==> config.mk <==
export PLATFORM = sky130hd
export DESIGN_NAME = srt_digit_gen
export DESIGN_NICKNAME = d
export VERILOG_FILES = /design/src/rtl/srt_pkg.sv /design/src/rtl/srt_qsel.sv /design/src/rtl/srt_digit_gen.sv
export SDC_FILE = /design/constraint.sdc
export NUM_CORES = 1
export LEC_CHECK = 0
export CORE_UTILIZATION = 55
export CTS_CLUSTER_DIAMETER = 100
export DETAILED_ROUTE_END_ITERATION = 7
export PLACE_DENSITY = 0.88
export SLEW_MARGIN = 40
export SYNTH_ARGS = -nofsm -noshare
export SYNTH_HDL_FRONTEND = slang
export SYNTH_SLANG_ARGS = --single-unit
==> constraint.sdc <==
create_clock -name clk -period 2.6 [get_ports clk]
set_input_delay 0.26 -clock clk [delete_from_list [all_inputs] [get_ports clk]]
set_output_delay 0.26 -clock clk [all_outputs]
set_load 0.1 [all_outputs]
==> src/rtl/srt_pkg.sv <==
// Shared definitions for the radix-2 SRT digit generator and its downstream
// on-the-fly quotient converter.
`default_nettype none

package srt_pkg;

  localparam int WIDTH = 16;
  localparam int R_W   = WIDTH + 3;

  localparam logic [1:0] DIG_ZERO = 2'b00;
  localparam logic [1:0] DIG_POS  = 2'b01;
  localparam logic [1:0] DIG_NEG  = 2'b10;

  typedef enum logic [1:0] {
    IDLE = 2'd0,
    RUN  = 2'd1,
    DONE = 2'd2
  } state_t;

endpackage

`default_nettype wire

==> src/rtl/srt_qsel.sv <==
// Radix-2 SRT quotient-digit selection from the top three bits of 2R
// (sign, ones bit, first fraction bit).
`default_nettype none

module srt_qsel
  import srt_pkg::*;
(
  input  logic [2:0] s_top_i,
  output logic [1:0] digit_o,
  output logic       sub_o,
  output logic       add_o
);

  logic pos;
  logic neg;

  // +1 when S >= 1/2, -1 when S < -1/2; the boundary S = -1/2 selects 0.
  assign pos = ~s_top_i[2] & (s_top_i[1] | s_top_i[0]);
  assign neg =  s_top_i[2] & ~(s_top_i[1] & s_top_i[0]);

  assign sub_o = pos;
  assign add_o = neg;

  always_comb begin
    digit_o = DIG_ZERO;
    if (pos) begin
      digit_o = DIG_POS;
    end else if (neg) begin
      digit_o = DIG_NEG;
    end
  end

endmodule

`default_nettype wire

==> src/rtl/srt_digit_gen.sv <==
// Radix-2 SRT division recurrence: one signed quotient digit per clock,
// plus the final partial remainder and its sign for quotient correction.
`default_nettype none

module srt_digit_gen
  import srt_pkg::*;
#(
  parameter int WIDTH = srt_pkg::WIDTH
) (
  input  logic             clk,
  input  logic             reset,
  input  logic             start,
  input  logic [WIDTH-1:0] dividend,
  input  logic [WIDTH-1:0] divisor,
  output logic             busy,
  output logic             valid,
  output logic [1:0]       digit,
  output logic             done,
  output logic             err,
  output logic [WIDTH+2:0] rem,
  output logic             rem_neg
);

  localparam int RW = WIDTH + 3;
  localparam int CW = $clog2(WIDTH);
  localparam logic [CW-1:0] LAST_CNT = CW'(WIDTH - 1);

  state_t          state_q;
  logic [RW-1:0]   r_q;
  logic [RW-1:0]   d_q;
  logic [CW-1:0]   cnt_q;
  logic            err_pend_q;
  logic            busy_q;
  logic            valid_q;
  logic [1:0]      digit_q;
  logic            done_q;
  logic            err_q;

  logic [RW-1:0]   s;
  logic [RW-1:0]   r_d;
  logic [1:0]      dig_sel;
  logic            do_sub;
  logic            do_add;

  assign s = {r_q[RW-2:0], 1'b0};

  srt_qsel u_qsel (
    .s_top_i ({s[RW-1], s[WIDTH], s[WIDTH-1]}),
    .digit_o (dig_sel),
    .sub_o   (do_sub),
    .add_o   (do_add)
  );

  always_comb begin
    r_d = s;
    if (do_sub) begin
      r_d = s - d_q;
    end else if (do_add) begin
      r_d = s + d_q;
    end
  end

  // Outputs are registered one cycle behind the state, so busy covers the
  // digit cycles and the done cycle.
  always_ff @(posedge clk or negedge reset) begin
    if (!reset) begin
      state_q    <= IDLE;
      r_q        <= '0;
      d_q        <= '0;
      cnt_q      <= '0;
      err_pend_q <= 1'b0;
      busy_q     <= 1'b0;
      valid_q    <= 1'b0;
      digit_q    <= DIG_ZERO;
      done_q     <= 1'b0;
      err_q      <= 1'b0;
    end else begin
      busy_q  <= (state_q != IDLE);
      valid_q <= 1'b0;
      digit_q <= DIG_ZERO;
      done_q  <= 1'b0;
      err_q   <= 1'b0;
      case (state_q)
        IDLE: begin
          if (start) begin
            r_q        <= {4'b0000, dividend[WIDTH-1:1]};
            d_q        <= {3'b000, divisor};
            cnt_q      <= '0;
            err_pend_q <= ~divisor[WIDTH-1];
            state_q    <= divisor[WIDTH-1] ? RUN : DONE;
          end
        end
        RUN: begin
          r_q     <= r_d;
          valid_q <= 1'b1;
          digit_q <= dig_sel;
          cnt_q   <= cnt_q + 1'b1;
          if (cnt_q == LAST_CNT) begin
            state_q <= DONE;
          end
        end
        DONE: begin
          done_q  <= 1'b1;
          err_q   <= err_pend_q;
          state_q <= IDLE;
        end
        default: state_q <= IDLE;
      endcase
    end
  end

  assign busy    = busy_q;
  assign valid   = valid_q;
  assign digit   = digit_q;
  assign done    = done_q;
  assign err     = err_q;
  assign rem     = r_q;
  assign rem_neg = r_q[RW-1];

endmodule

`default_nettype wire

==> impl_results.md <==
- Drt initial violations: 261
- Cell count after synthesis: around 480
- Cell mode on critical path: o22ai_2
- Synth Register Bits: 48
- Tmin final: 2570 ps
- Post-CTS Setup Bufs: 0
- Status: complete, no violations
- Clk sink count: 48
- Mapped Area: 4030 sq um
- CP Max Fanout: 7
- Main flop type after synthesis: dfrtp_1
- CP cell instances: ha_1 > inv_2 > nor4_1 > or4_1 > o22ai_2 > nor3_1 > o22ai_2 > mux2_1
- Netlist cell types: 75
- Register Area: between 1000 and 1500 sq um
- Most frequent cells in the layout: buf_4 (71), nand2_1 (56), o21ai_0 (45)
- Nets: approximately 640
- Total negative slack: 0 ps
- Gr ovfl total: 0
- First-pass GRT wire length: 18900 um
- Reg clk slew, reported paths: 110 ps
- Gp weighted congestion: 0.908
- # DRC: 0
- Post-DP HPWL: just over 9000 um
- Instance area at placement: 4850 sq um
- Total number of yosys warnings: 0
- Design area: around 5000 sq um
- Relative slew slack: 0.567
- Site row count: 30
- CTS tree: built
- CTS H-tree depth: 2
- F_max: ~390 MHz
- Die height: approximately 90 um
- Clock Path Buffers: 2
- Vias in the first global route: between 4000 and 5000
- TritonCTS Buffers: 5
- Root Driver: clkbuf_8
- DRT Pass-1 Iters: 5
- R2R Setup Slk: about 32 ps
- Initial antenna violation count: 0
- Number of flops mapped to enable cells by yosys: 0
- Drt wl/cell: roughly 18 um
- Chip width: 87.6 um
- Skew final: about 10 ps
- Area of the multi-input gates: between 2000 and 3000 sq um
- Die ar.: roughly 7700 sq um
- Layout area overhead: 25.7%
- # diodes: 0
- Commonest non-fill, non-tap cell in the layout: buf_4
- IO Port Bufs: between 50 and 60
- Critical path class: flip-flop to flip-flop
- Placeable Area: between 6000 and 7000 sq um
- Critical-path top delay cell: or4_1
- Routed vias/inst: around 6.1
- Sequential area share after synthesis: 0.298
- Initial Utilization: 0.580
- Routed Antenna Nets: 0
- CP arrival: 2770 ps
- Final WL: ~12000 um
- Critical Path Max Stage Delay: about 500 ps
- Layout cells sized above 1: 0.259
- Required @ worst endpoint: between 2000 and 3000 ps
- Fin crit share: 0.988
- Hold Crit Class: input port to asynchronous set/reset pin
- Net Count, Synth: approximately 550
- Final Max Slew Viols: 0
- Setup crit end kind: flip-flop
- Tot GR Track Use: 0.319
- Worst reg2reg path depth: 8
- Startpoint types: flip-flop
- Fillers: 543
- Final Hold Viols: 0
- Async set-reset flop share out of synthesis: 1.00
- Syn avg cell area: between 8 and 9 sq um
- Final setup viols: 0
- Max cap viols: 0
- Clk_lat worst skew: 310 ps
- Largest net degree at the start of global routing: 26
- Vias post-DR: between 4000 and 5000
- I/O pin total: 61
- Worst slew pin tran: ~650 ps
[through the flow]
stage           util  hold WS (ps)  cells  setup WS, ps
6_report       0.729           463    664          31.6
2_1_floorplan      -         -35.6    483         -24.7
3_3_place_gp   0.697           276    655          46.3
3_5_place_dp   0.698           287    655          4.45
4_1_cts        0.717           482    664          3.51
5_1_grt        0.729           513    664         -34.0
[metal layers]
layer | track usage | up-vias | wire length (um)
li1 | - | 1897 | -
met5 | 0 | - | 0
met4 | 0.133 | 0 | 384
met3 | 0.0349 | 30 | 783
met2 | 0.554 | 175 | 5940
met1 | 0.406 | 1929 | 5050
[final timing paths]
path	start	end
hold reg to reg	err_pend_q$_DFFE_PN0P_	err_pend_q$_DFFE_PN0P_
max in group asynchronous	reset	rem[0]$_DFFE_PN0P_
setup reg to reg	rem[6]$_DFFE_PN0P_	rem[17]$_DFFE_PN0P_
setup / recovery	rem[6]$_DFFE_PN0P_	rem[17]$_DFFE_PN0P_
min in group clk	divisor[0]	d_q[0]$_DFFE_PN0P_
hold / removal	reset	d_q[10]$_DFFE_PN0P_
[area by class of cell]
class	count	area share
multi-input combinational	376	0.510
sequential	48	0.242
timing repair buffer	106	0.175
inverter	30	0.0257
tap	96	0.0237
clock buffer	5	0.0136
clock inverter	3	0.00914
[state kept, by name (all words and copies together), names as in the netlist, 2 cells and up]
register,count
rem,19
cnt_q,4
d_q,16
digit,2
state_q,2
[cells by family (layout without fill, tap and decap cells)]
| family | Yosys count | after routing | synth area share |
|---|---|---|---|
| AO/OA/AOI/OAI | 163 | 163 | 0.277 |
| XOR/XNOR | 12 | 12 | 0.0261 |
| adder cells (fa/ha/maj) | 33 | 33 | 0.106 |
| buffers and inverters | 59 | 144 | 0.0885 |
| flip-flops | 48 | 48 | 0.298 |
| multiplexers | 5 | 5 | 0.0140 |
| AND/OR/NAND/NOR | 163 | 163 | 0.191 |
[cell usage after synthesis (3+ instances only)]
master,number,area share
or2_2,3,0.0047
a21o_1,7,0.013
o21ai_0,48,0.060
buf_6,6,0.017
o21ai_1,3,0.0037
nand2b_1,8,0.012
and2_1,4,0.0062
nor4_1,3,0.0047
ha_1,31,0.096
o31ai_1,6,0.011
a31oi_1,4,0.0062
or3_1,6,0.0093
a32oi_1,3,0.0065
clkbuf_8,6,0.020
inv_2,3,0.0028
a21oi_1,36,0.045
nor3_1,9,0.011
dfrtp_1,48,0.30
nor2_1,39,0.036
nand4_1,3,0.0047
buf_2,3,0.0037
inv_1,25,0.023
nand2_1,56,0.052
a21oi_2,5,0.011
clkbuf_1,10,0.0093
nand3_1,12,0.015
and3_1,4,0.0062
a22oi_1,3,0.0056
mux2i_1,3,0.0075
nor2b_1,7,0.011
xor2_1,5,0.011
o22ai_1,8,0.012
a221oi_1,7,0.015
xnor2_1,7,0.015
[repair_timing]
item	in CTS	in global routing
resized for setup	2	21
hold buffers	1	0
endpoints found under the hold margin	23	0
pin swaps	0	6
setup endpoints to repair	2	5
[critical path, delay by kind of cell (launching register included)]
family | cells | cell delay [ps]
AO/OA/AOI/OAI | 2 | 440
adder cells (fa/ha/maj) | 1 | 400
buffers and inverters | 1 | 160
flip-flops | 1 | 450
multiplexers | 1 | 340
AND/OR/NAND/NOR | 3 | 670
Power is not shown: default switching activity piles up to over one toggle a cycle in this logic, so the estimate is an artifact.
